[config.mk]
export PLATFORM = sky130hd
export DESIGN_NAME = mezcladora_multi
export DESIGN_NICKNAME = d
export VERILOG_FILES = /design/src/rtl/mezcladora_multi.sv
export SDC_FILE = /design/constraint.sdc
export NUM_CORES = 1
export LEC_CHECK = 0
export ABC_AREA = 1
export BUFFER_PORTS_ARGS = -buffer_cell sky130_fd_sc_hd__clkbuf_2
export CORE_ASPECT_RATIO = 1.4
export CORE_MARGIN = 2
export CORE_UTILIZATION = 47
export CTS_BUF_LIST = sky130_fd_sc_hd__clkbuf_16
export DETAILED_ROUTE_END_ITERATION = 10
export PLACE_DENSITY = 0.68
export SETUP_SLACK_MARGIN = 0.5
export SYNTH_ARGS = -nofsm -noshare
export SYNTH_HDL_FRONTEND = slang
export SYNTH_SLANG_ARGS = --single-unit
[constraint.sdc]
create_clock -name clk_i -period 2.2 [get_ports clk_i]
set_clock_uncertainty 0.1 [all_clocks]
set_input_delay 0.22 -clock clk_i [delete_from_list [all_inputs] [get_ports clk_i]]
set_output_delay 0.22 -clock clk_i [all_outputs]
set_load 0.01 [all_outputs]
[src/rtl/mezcladora_multi.sv]
// Batch-mixer controller: sequences N_ING fill valves, waits for operator tokens,
// runs the mixer for MIX_CYCLES and drains. All outputs are decoded from registered state.
module mezcladora_multi #(
    parameter int unsigned N_ING        = 3,
    parameter int unsigned MIX_CYCLES   = 16,
    parameter int unsigned FILL_TIMEOUT = 64,
    parameter int unsigned TOK_REQ      = 2,
    localparam int unsigned SW = (N_ING > 1) ? $clog2(N_ING) : 1
) (
    input  logic          clk_i,
    input  logic          rst_i,
    input  logic          in_i,
    input  logic          tok_i,
    input  logic          p1_i,
    input  logic          p2_i,
    output logic [N_ING-1:0] v_o,
    output logic          m_o,
    output logic          t_o,
    output logic          s_o,
    output logic          b_o,
    output logic          done_o,
    output logic          err_o,
    output logic [SW-1:0] step_o
);

    localparam int unsigned CntMax = (MIX_CYCLES > FILL_TIMEOUT) ? MIX_CYCLES : FILL_TIMEOUT;
    localparam int unsigned CW     = $clog2(CntMax) + 1;
    localparam int unsigned TW     = $clog2(TOK_REQ) + 1;

    typedef enum logic [2:0] {
        StIdle,
        StFill,
        StWaitTok,
        StMix,
        StDrain,
        StErr
    } state_e;

    state_e        state_q, state_d;
    logic [SW-1:0] idx_q, idx_d;
    logic [CW-1:0] cnt_q, cnt_d;
    logic [TW-1:0] tok_cnt_q, tok_cnt_d;
    logic          done_q, done_d;

    always_ff @(posedge clk_i or posedge rst_i) begin
        if (rst_i) begin
            state_q   <= StIdle;
            idx_q     <= '0;
            cnt_q     <= '0;
            tok_cnt_q <= '0;
            done_q    <= 1'b0;
        end else begin
            state_q   <= state_d;
            idx_q     <= idx_d;
            cnt_q     <= cnt_d;
            tok_cnt_q <= tok_cnt_d;
            done_q    <= done_d;
        end
    end

    always_comb begin
        state_d   = state_q;
        idx_d     = idx_q;
        cnt_d     = cnt_q;
        tok_cnt_d = tok_cnt_q;
        done_d    = 1'b0;
        unique case (state_q)
            StIdle: begin
                if (in_i) begin
                    state_d = StFill;
                    idx_d   = '0;
                    cnt_d   = '0;
                end
            end
            StFill: begin
                // Level-reached wins over a timeout landing on the same edge.
                if (p1_i) begin
                    cnt_d = '0;
                    if (idx_q == SW'(N_ING - 1)) begin
                        state_d   = StWaitTok;
                        tok_cnt_d = '0;
                    end else begin
                        idx_d = idx_q + SW'(1);
                    end
                end else if (cnt_q == CW'(FILL_TIMEOUT - 1)) begin
                    state_d = StErr;
                    cnt_d   = '0;
                end else begin
                    cnt_d = cnt_q + CW'(1);
                end
            end
            StWaitTok: begin
                if (tok_i) begin
                    if (tok_cnt_q == TW'(TOK_REQ - 1)) begin
                        state_d = StMix;
                        cnt_d   = '0;
                    end else begin
                        tok_cnt_d = tok_cnt_q + TW'(1);
                    end
                end
            end
            StMix: begin
                if (cnt_q == CW'(MIX_CYCLES - 1)) begin
                    state_d = StDrain;
                    cnt_d   = '0;
                end else begin
                    cnt_d = cnt_q + CW'(1);
                end
            end
            StDrain: begin
                if (!p2_i) begin
                    state_d = StIdle;
                    done_d  = 1'b1;
                end
            end
            StErr: begin
                if (tok_i) begin
                    state_d = StDrain;
                end
            end
            default: state_d = StIdle;
        endcase
    end

    always_comb begin
        v_o    = '0;
        m_o    = 1'b0;
        t_o    = 1'b0;
        s_o    = 1'b0;
        b_o    = 1'b0;
        err_o  = 1'b0;
        step_o = '0;
        done_o = done_q;
        unique case (state_q)
            StFill: begin
                v_o    = N_ING'(1) << idx_q;
                t_o    = 1'b1;
                step_o = idx_q;
            end
            StMix: m_o = 1'b1;
            StDrain: begin
                s_o = 1'b1;
                b_o = 1'b1;
            end
            StErr: begin
                // Gravity drain only; pump stays off while the alarm is raised.
                err_o  = 1'b1;
                s_o    = 1'b1;
                step_o = idx_q;
            end
            default: ;
        endcase
    end

endmodule

[Word-level counts from Yosys, hierarchy flattened]
Cells that the tools add are included.
Cells by class
  add/subtract/negate cells: 3
  eq/ne operators: 21
  shifts and indexed selects: 1
  muxes and demuxes: 35
  reductions and logical operators: 10
Operator list (number)
  $mux W7: 6
  $mux W3: 10
  $pmux W7 S4: 1
  $ne A2 B2 Y1 const B: 10
  $pmux W3 S6: 1
  $mux W2: 8
  $pmux W2 S2: 2
  $reduce_and A4 Y1: 2
  $reduce_and A8 Y1: 1
  $add A7 B1 Y7 const B: 1
  $eq A7 B4 Y1 const B: 1
  $eq A7 B6 Y1 const B: 1
  $mux W1: 7
  $eq A3 B2 Y1 const B: 2
  $eq A3 B3 Y1 const B: 2
  $ne A3 B3 Y1 const B: 2
  $reduce_and A5 Y1: 1
  $add A2 B1 Y2 const B: 2
  $reduce_bool A2 Y1: 2
  $reduce_bool A4 Y1: 1
  $reduce_or A2 Y1: 2
  $eq A3 B1 Y1 const B: 1
  $logic_not A3 Y1: 1
  $shl A1 B2 Y3 const A: 1
  2 further kinds: 2
Word-level totals
  flip-flop bits (word level): 15
  input port bits: 6
  output and inout port bits: 11
  logic and storage cells: 75

[Depth between registers and ports, before layout]
Gate-level depths: netlist of the first run.
  depth after elaboration: 4
  gate-level depth with buffers: 10
  mapped depth without buffers: 9

[Worst setup path before layout of the first run]
No wires, ideal clock.
  path type: register to register
  start point: register cnt_q[0]
  end point: register state_q[0]
  setup time: 0.117 ns
  arrival time: 1.335 ns
  path slack: 0.648 ns
  cell stages (with the launch flop): 9
  period minus slack after synthesis: 1.552 ns
  cell sequence: dfrtp_1 > ha_1 > nand3_1 > nor2_1 > nor2_1 > nor2_2 > nand2_2 > nand2_1 > nand2_1
Between the ends
  cells in the longest elaborated chain, start to end: 3
  elaborated cells between the ends (all ways): 5
  those cells by class: eq/ne: 4; reduce/logical: 1
Ends and longest elaborated chain
  start, declared: line 41  | logic [CW-1:0] cnt_q, cnt_d;
  start signal, assigned: line 55  | cnt_q <= cnt_d;
  $eq A7 B6 Y1 / $eq A7 B4 Y1 (equally long branches): line 85, 103
  $ne A3 B3 Y1 (no source line) / $ne A2 B2 Y1 (equally long branches)
  $reduce_and A8 Y1 (no source line) *
  end signal, assigned: line 47  | state_q <= StIdle;
  end signal, assigned: line 53  | state_q <= state_d;
  end, declared: line 39  | state_e state_q, state_d;
Mark *: on every way between the ends. The rest lies on a longest branch, timed or not.
A chain may end at the register's enable or synchronous reset.

[Final worst setup path of the first run]
  start point: register state_q[2]
  end point: output m_o
Between the ends
  cells in the longest elaborated chain, start to end: 2
Ends and longest elaborated chain
  $eq A3 B2 Y1: line 134  | unique case (state_q)
  $mux W1: line 134
  end, declared: line 17  | output logic m_o,
No other way between the ends.

==> results of run 1 <==
## state kept, by name (all words and copies together) (netlist names)
name       cells
cnt_q          7
state_q        3
idx_q          2
tok_cnt_q      2
done_o         1
## Yosys cell counts (all sizes together) (3+ instances only)
master  count
nand2      36
a21oi       4
o21ai       8
ha          5
nand4       5
nand3      26
inv        22
nor2       19
buf         3
dfrtp      15
## area by class of cell
cell class | count | area [µm²] | area share
flip-flops and latches | 15 | 379.1 | 0.2793
inverters | 22 | 82.58 | 0.06083
multi-input cells | 113 | 641.9 | 0.4728
well taps | 22 | 27.53 | 0.02028
repair buffers | 24 | 146.4 | 0.1078
clock inverters | 1 | 5.005 | 0.003687
clock buffers | 3 | 75.07 | 0.05530
## worst min-delay path by stage
stage,start,end,slack [ns],depth (start not counted)
after global routing,p2_i,done_o,0.04,2
after CTS,p2_i,done_o,0.03,2
after global placement,rst_i,cnt_q[4],0.19,2
after detailed placement,rst_i,cnt_q[4],0.20,2
final,p2_i,done_o,0.03,2
after floorplan,rst_i,cnt_q[0],0.02,1
## per-layer routing
layer	vias to the layer above	part of all wire	global-route usage
met5	-	0	0
met4	0	0.042	0.1558
met3	11	0.041	0.03226
met2	34	0.53	0.3665
met1	503	0.39	0.2458
li1	546	-	-
## through the flow
stage	utilization	instances	cell area (µm²)	hold slack (ns)	power [mW]
2_1_floorplan	-	153	1092	0.02148	1.031
3_3_place_gp	0.5356	188	1166	0.1892	1.167
3_5_place_dp	0.5356	188	1166	0.2021	1.184
4_1_cts	0.5920	197	1289	0.03445	1.609
5_1_grt	0.6236	200	1358	0.03661	1.816
6_report	0.6236	200	1358	0.03227	1.682
## critical path, delay by kind of cell, from the launching register on
kind / cells / cell delay [ns]
flip-flops: 1 / 0.44
buffers and inverters: 3 / 0.47
AND/OR/NAND/NOR: 1 / 0.14
## what timing repair did
action | in CTS | in global routing
endpoints found under the setup margin | 6 | 13
hold buffers | 1 | 0
setup buffers | 4 | 3
pin swaps | 2 | 4
endpoints found under the hold margin | 15 | 0
resized for setup | 1 | 14
## report_power, final
group	internal (mW)	switching, mW
combinational	0.341	0.552
sequential	0.348	0.0812
clock	0.243	0.116
total	0.933	0.749
## logic make-up after synthesis
family	count (synthesis)	share of synthesized area
simple gates	93	0.4146
buf+inv	25	0.1065
compound gates	13	0.06185
xor+xnor	2	0.01604
fa+ha+maj	5	0.05727
flops	15	0.3436
==> results.toml, run 1 <==
[run_status]
status = "finished, final reports clean"

[synthesis]
synthDistinctLibCells = 23
synth_top_area_share = 0.3436
synth_area_per_cell_um2 = 7.139
syn-instance-count = 153
yosysWarningCount = 0
seq_area_frac_synth = 0.3436
synth_edf_count = 0
synth_top_area_cell = "dfrtp_1"
synth_ff_type = "dfrtp_1"
syn-num-nets = 164
async_reset_ff_frac = 1.000
synthTopCellsByArea = "dfrtp_1 (34%), nand3_1 (11%), nand2_1 (11%), inv_1 (6.2%), ha_1 (5.7%)"
ys_seq_elements = 15
netlist_area_um2 = 1092

[worst_setup_path]
endpoint = "m_o"
arrival_ns = 1.30
crit_chain = "inv_2 -> nand3_2 -> inv_2 -> clkbuf_2"
crit_start = "state_q[2]"
crit_slowest_cell = "dfrtp_1"
critPathMostFrequentCell = "inv_2"
timing.rr.end = "state_q[1]"
crit_type = "reg2out"
cp-end-kind = "output port"
r2r-start = "state_q[1]"
slowest_delay_ns = 0.44
cp_max_fo = 11
required_ns = 1.88
r2r_setup_slack_ns = 0.61
reg2reg_depth = 10
crit_path_start_kind = "register"

[clock_network]
clk_latency_ns = 0.25
clockBufferDepth = 2
cts_root_buf = "clkbuf_16"
cts_sinks = 15
cts_tree = "built"
clkTransAtPathRegs_ns = 0.05
cts-htree-levels = 1
cts_buffers = 3

[floorplanning]
io_pins = 17
row_count = 20
fp.dieArea_um2 = 2731
die_h_um = 61.04
die_x_um = 44.75
coreArea_um2 = 2177
initial_core_util = 0.5017

[grt]
grt_antenna_before_repair = 0
overflow = 0
grt_usage = 0.2169
grt_pass1_wl_um = 4319
grt_start_max_net_pins = 16
grt_pass1_vias = 1028

[drt]
ant_nets = 0
via_per_inst = 5.470
drtIter0Drc = 33
vias = 1094
wl_per_cell_um = 12.83
drc = 0
drt_pass1_iterations = 4
wl_um = 2565

[timing]
drv_slew = 0
finalCritPeriodShare = 0.7359
worst_slack_ns = 0.5810
tightest_slew_ns = 0.5842
slew_headroom = 0.6101
min_period_ns = 1.619
setup_viol = 0
finalSetupTns_ns = 0
finalHoldViolCount = 0
max_freq_ghz = 0.6177
rsz0062_at_grt = "no"

[cells_and_area]
drive_gt1_frac = 0.2978
final_cell_mix = "nand2_1 (32), nand3_1 (23), inv_1 (17), clkbuf_2 (16), nor2_1 (13)"
antenna-diode-count = 0
final_nets = 190
layout_commonest_cell = "nand2_1"
fill_cells = 188
area_growth_pct = 24.28

[worst_hold_path]
min_path_type = "in2reg"

[power_and_ir_drop]
p_per_area_nw_per_um2 = 1239
p_leak_nw = 0.6993
vdd_drop_max_mv = 0.8371

[job]
drv_cap = 0

[placed_design]
place_congestion = 0.8959
dp_slack_ns = 0.4383
dp_hpwl_um = 1894
place.port_buffers = 16
Power figures use the tool's default switching activity.
==> run 2: changes to the inputs <==
ABC_AREA = 0   (was 1)
PLACE_DENSITY = 0.71   (was 0.68)
clock period = 1.3 ns   (was 2.2 ns; I/O delays follow)
==> results.toml, run 2 <==
[run_status]
status = "finished, violations left"
violations = "negative hold slack, negative setup slack"

[worst_setup_path]
r2r-start = "cnt_q[0]"
timing.rr.end = "state_q[0]"
cp_max_fo = 3
arrival_ns = 1.89
cp-end-kind = "register"
crit_path_start_kind = "register"
crit_type = "reg2reg"
r2r_setup_slack_ns = -0.56
reg2reg_depth = 6
required_ns = 1.33

[worst_hold_path]
min_path_type = "in2async"

[timing]
max_freq_ghz = 0.5363
finalHoldViolCount = 15
slew_headroom = 0.6000
min_period_ns = 1.865
finalSetupTns_ns = -8.333
tightest_slew_ns = 0.5993
worst_slack_ns = -0.5646
hold_ws_ns = -0.1808
rsz0062_at_grt = "yes"
setup_viol = 24
finalCritPeriodShare = 1.434
drv_slew = 0

[synthesis]
yosysWarningCount = 0
synth_top_area_cell = "dfrtp_1"
syn-num-nets = 117
seq_area_frac_synth = 0.3759
netlist_area_um2 = 998.5
synth_ff_type = "dfrtp_1"
synth_area_per_cell_um2 = 9.419
async_reset_ff_frac = 1.000
syn-instance-count = 106
synth_common_cells = "dfrtp_1 (15), o21ai_0 (9), nand2_1 (8), nor2_1 (8), inv_1 (7)"
ys_seq_elements = 15
synthDistinctLibCells = 40
synth.most_common_cell = "dfrtp_1"
synth_top_area_share = 0.3759
synthTopCellsByArea = "dfrtp_1 (38%), ha_1 (6.3%), o21ai_0 (4.5%), and2_1 (3.8%), nand2_1 (3.0%)"
synth_edf_count = 0

[clock_network]
cts_sinks = 15
clkTransAtPathRegs_ns = 0.05
clk_latency_ns = 0.25
cts_tree = "built"
cts_buffers = 3
clockBufferDepth = 2
cts-htree-levels = 1
cts_root_buf = "clkbuf_16"

[drt]
via_per_inst = 5.500
dr_wl_met3_um = 101
met1_length_um = 1277
drtIter0Drc = 22
ant_nets = 0
drc = 0
drt_pass1_iterations = 4
dr.max_layer_used = "met4"
wl_per_cell_um = 17.32
wl_um = 3257
wl_met2_um = 1765
vias = 1034

[cells_and_area]
fin_area_um2 = 1703
layout_commonest_cell = "buf_4"
largest-register = "cnt_q"
drive_gt1_frac = 0.6228
final_nets = 179
top_regs = "cnt_q (7), state_q (3)"
largest_reg_flops = 7
final_cells = 188
fill_cells = 97
utilization = 0.8528
area_growth_pct = 70.55
antenna-diode-count = 0
final_cell_mix = "buf_4 (40), dfrtp_1 (13), buf_6 (11), clkbuf_2 (8)"

[placed_design]
postPlaceCellArea_um2 = 1395
dp_hpwl_um = 1916
dp.cells = 172
place_congestion = 0.7869
place.port_buffers = 16

[power_and_ir_drop]
vdd_drop_max_mv = 1.820
p_leak_nw = 0.8429
p_per_area_nw_per_um2 = 2105

[grt]
overflow = 0
grt_antenna_before_repair = 0
grt_start_max_net_pins = 16
grt_usage = 0.2575
grt_pass1_wl_um = 4733
grt_pass1_vias = 1084

[floorplanning]
io_pins = 17
fp.dieArea_um2 = 2514
row_count = 19
die_h_um = 58.54
die_x_um = 42.96
initial_core_util = 0.5000
coreArea_um2 = 1997

[job]
drv_cap = 0
run 2: kinds of logic after synthesis:
| group | count (synthesis) | synth area share |
|---|---|---|
| adders and majority gates | 5 | 0.06266 |
| muxes | 3 | 0.03258 |
| buffers and inverters | 10 | 0.05388 |
| and+or+nand+nor | 45 | 0.2732 |
| AOI/OAI and AO/OA | 28 | 0.2018 |
| DFF | 15 | 0.3759 |
run 2: what timing repair did:
action	in CTS	in global routing
gates resized for setup	16	21
endpoints found under the setup margin	26	26
pin swaps	5	3
hold endpoints to repair	15	15
cloned	0	0
buffers inserted	10	2
run 2: worst max-delay path by stage:
stage	from	to	slack [ns]	depth (start not counted)
floorplan	cnt_q[0]	state_q[0]	-0.62	6
global placement	cnt_q[0]	state_q[0]	-0.46	6
detailed placement	cnt_q[1]	state_q[0]	-0.53	6
CTS	cnt_q[1]	state_q[0]	-0.55	6
global route	cnt_q[0]	state_q[0]	-0.62	6
finish	cnt_q[0]	state_q[0]	-0.56	6
run 2: layer usage:
metal,GRT usage,vias to the layer above
met5,0,-
met4,0.1558,0
li1,-,496
met3,0.05215,11
met1,0.2652,497
met2,0.4697,30
run 2: cell type report:
| class | count | area, µm² | share of cell area |
|---|---|---|---|
| Clock buffer | 3 | 75.07 | 0.04409 |
| Sequential cell | 15 | 377.9 | 0.2219 |
| Tap cell | 21 | 26.28 | 0.01543 |
| Clock inverter | 1 | 3.754 | 0.002204 |
| Multi-Input combinational cell | 81 | 721.9 | 0.4240 |
| Timing Repair Buffer | 60 | 469.2 | 0.2755 |
| Inverter | 7 | 28.78 | 0.01690 |
run 2: critical path: stages (launching register included):
cell and delay, ns:
dfrtp_1 0.40, ha_4 0.17, nand3_4 0.09, o41ai_4 0.31, nand2_4 0.08, or2_4 0.25, a221o_1 0.35
run 2: metrics by stage:
step / worst slack [ns] / hold WS (ns) / power, mW
finish: -0.5646 / -0.1808 / 3.585
global route: -0.6188 / -0.1242 / 3.753
CTS: -0.5453 / -0.1577 / 3.299
detailed placement: -0.5298 / 0.1063 / 2.343
global placement: -0.4587 / 0.09922 / 2.274
floorplan: -0.6176 / -0.06852 / 1.728
run 2: power by group:
part           internal (mW)  switching [mW]  total (mW)
Combinational           1.28           0.949        2.23
Clock                  0.408           0.195       0.603
Sequential             0.592           0.158       0.750
==> run 3: changes to the inputs <==
CORE_MARGIN = default   (was 2)
RECOVER_POWER = 100   (was default)
==> results.toml, run 3 (same netlist as run 2, synthesis figures left out) <==
[cells_and_area]
drive_gt1_frac = 0.6667
final_cell_mix = "buf_4 (39), buf_6 (17), dfrtp_1 (13)"
layout_commonest_cell = "buf_4"
largest_reg_flops = 7
largest-register = "cnt_q"
fin_area_um2 = 1815
final_nets = 183
final_cells = 192
antenna-diode-count = 0
top_regs = "cnt_q (7), state_q (3)"
area_growth_pct = 81.83
utilization = 0.9201

[grt]
overflow = 0
grt_pass1_wl_um = 4340
grt_pass1_vias = 1049
grt_usage = 0.2757
grt_start_max_net_pins = 16
grt_antenna_before_repair = 0

[timing]
min_period_ns = 1.903
finalSetupTns_ns = -9.517
max_freq_ghz = 0.5256
tightest_slew_ns = 0.5968
hold_ws_ns = -0.1773
rsz0062_at_grt = "yes"
finalCritPeriodShare = 1.464
slew_headroom = 0.6017
worst_slack_ns = -0.6026
drv_slew = 0
setup_viol = 24
finalHoldViolCount = 15

[clock_network]
cts_sinks = 15
cts_tree = "built"
cts_root_buf = "clkbuf_16"
cts_buffers = 3
clkTransAtPathRegs_ns = 0.05
clk_latency_ns = 0.25
clockBufferDepth = 2
cts-htree-levels = 1

[power_and_ir_drop]
total_power_mw = 3.867
vdd_drop_max_mv = 1.698
p_per_area_nw_per_um2 = 2130
p_leak_nw = 0.8712

[worst_setup_path]
r2r-start = "cnt_q[0]"
timing.rr.end = "state_q[0]"
required_ns = 1.33
crit_type = "reg2reg"
crit_path_start_kind = "register"
cp_max_fo = 3
arrival_ns = 1.93
r2r_setup_slack_ns = -0.60
reg2reg_depth = 6
cp-end-kind = "register"

[placed_design]
place_congestion = 0.7772
postPlaceCellArea_um2 = 1400
dp_slack_ns = -0.5303
dp_hpwl_um = 1926
dp.cells = 171
place.port_buffers = 16

[worst_hold_path]
min_path_type = "in2async"

[floorplanning]
die_h_um = 56.54
die_x_um = 40.96
io_pins = 17
fp.dieArea_um2 = 2315
row_count = 19
coreArea_um2 = 1973
initial_core_util = 0.5060

[drt]
drt_pass1_iterations = 4
wl_um = 3955
drtIter0Drc = 43
wl_per_cell_um = 20.60
drc = 0
vias = 1115
ant_nets = 0
via_per_inst = 5.807

[job]
drv_cap = 0

[run_status]
status = "finished, violations left"
violations = "negative hold slack, negative setup slack"
## run 3: cell types whose count changed in the layout (fill, tap and decap cells not counted), moves of 2 or more
cell	before	now
o21ai_2	1	3
clkbuf_2	8	5
buf_6	11	17
o21ai_0	5	2
## run 3: layout make-up
cell class	count	area, µm²
inverter	7	28.78
multi-input combinational	81	760.7
tap	21	26.28
timing repair buffer	64	541.8
sequential	15	377.9
fill	71	157.7
clock buffer	3	75.07
clock inverter	1	5.005
## run 3: how the worst max path moves through the flow
stage          startpoint    endpoint  slack (ns)  cells after the start
2_1_floorplan    cnt_q[0]  state_q[0]       -0.62                      6
3_3_place_gp     cnt_q[0]  state_q[0]       -0.46                      6
3_5_place_dp     cnt_q[1]  state_q[0]       -0.53                      6
4_1_cts          cnt_q[1]  state_q[0]       -0.51                      6
5_1_grt          cnt_q[0]  state_q[0]       -0.64                      6
6_report         cnt_q[0]  state_q[0]       -0.60                      6
## run 3: timing repair
item / 4_1_cts / 5_1_grt
pin swaps: 5 / 11
setup buffers: 6 / 11
gates resized for setup: 16 / 45
setup endpoints to repair: 26 / 26
hold endpoints to repair: 15 / 15
## run 3: worst max-delay path, cell delays in order, from the launching register on
cell and delay (ns):
dfrtp_1 0.40, ha_4 0.18, nand3_4 0.10, o41ai_4 0.33
nand2_4 0.09, or2_4 0.26, a221o_1 0.34
## run 3: per-layer routing
layer,track usage,up-vias,routed length (µm)
met3,0.05534,11,164
met4,0.1286,0,93
met2,0.4710,38,2191
li1,-,504,-
met5,0,-,0
met1,0.2964,562,1507
## run 3: power breakdown
part           total, mW  internal (mW)  leakage, nW  switching (mW)
Combinational       2.52           1.42        0.631            1.10
Clock              0.602          0.411       0.0409           0.191
Sequential         0.747          0.591        0.200           0.155
Total               3.87           2.42        0.871            1.45
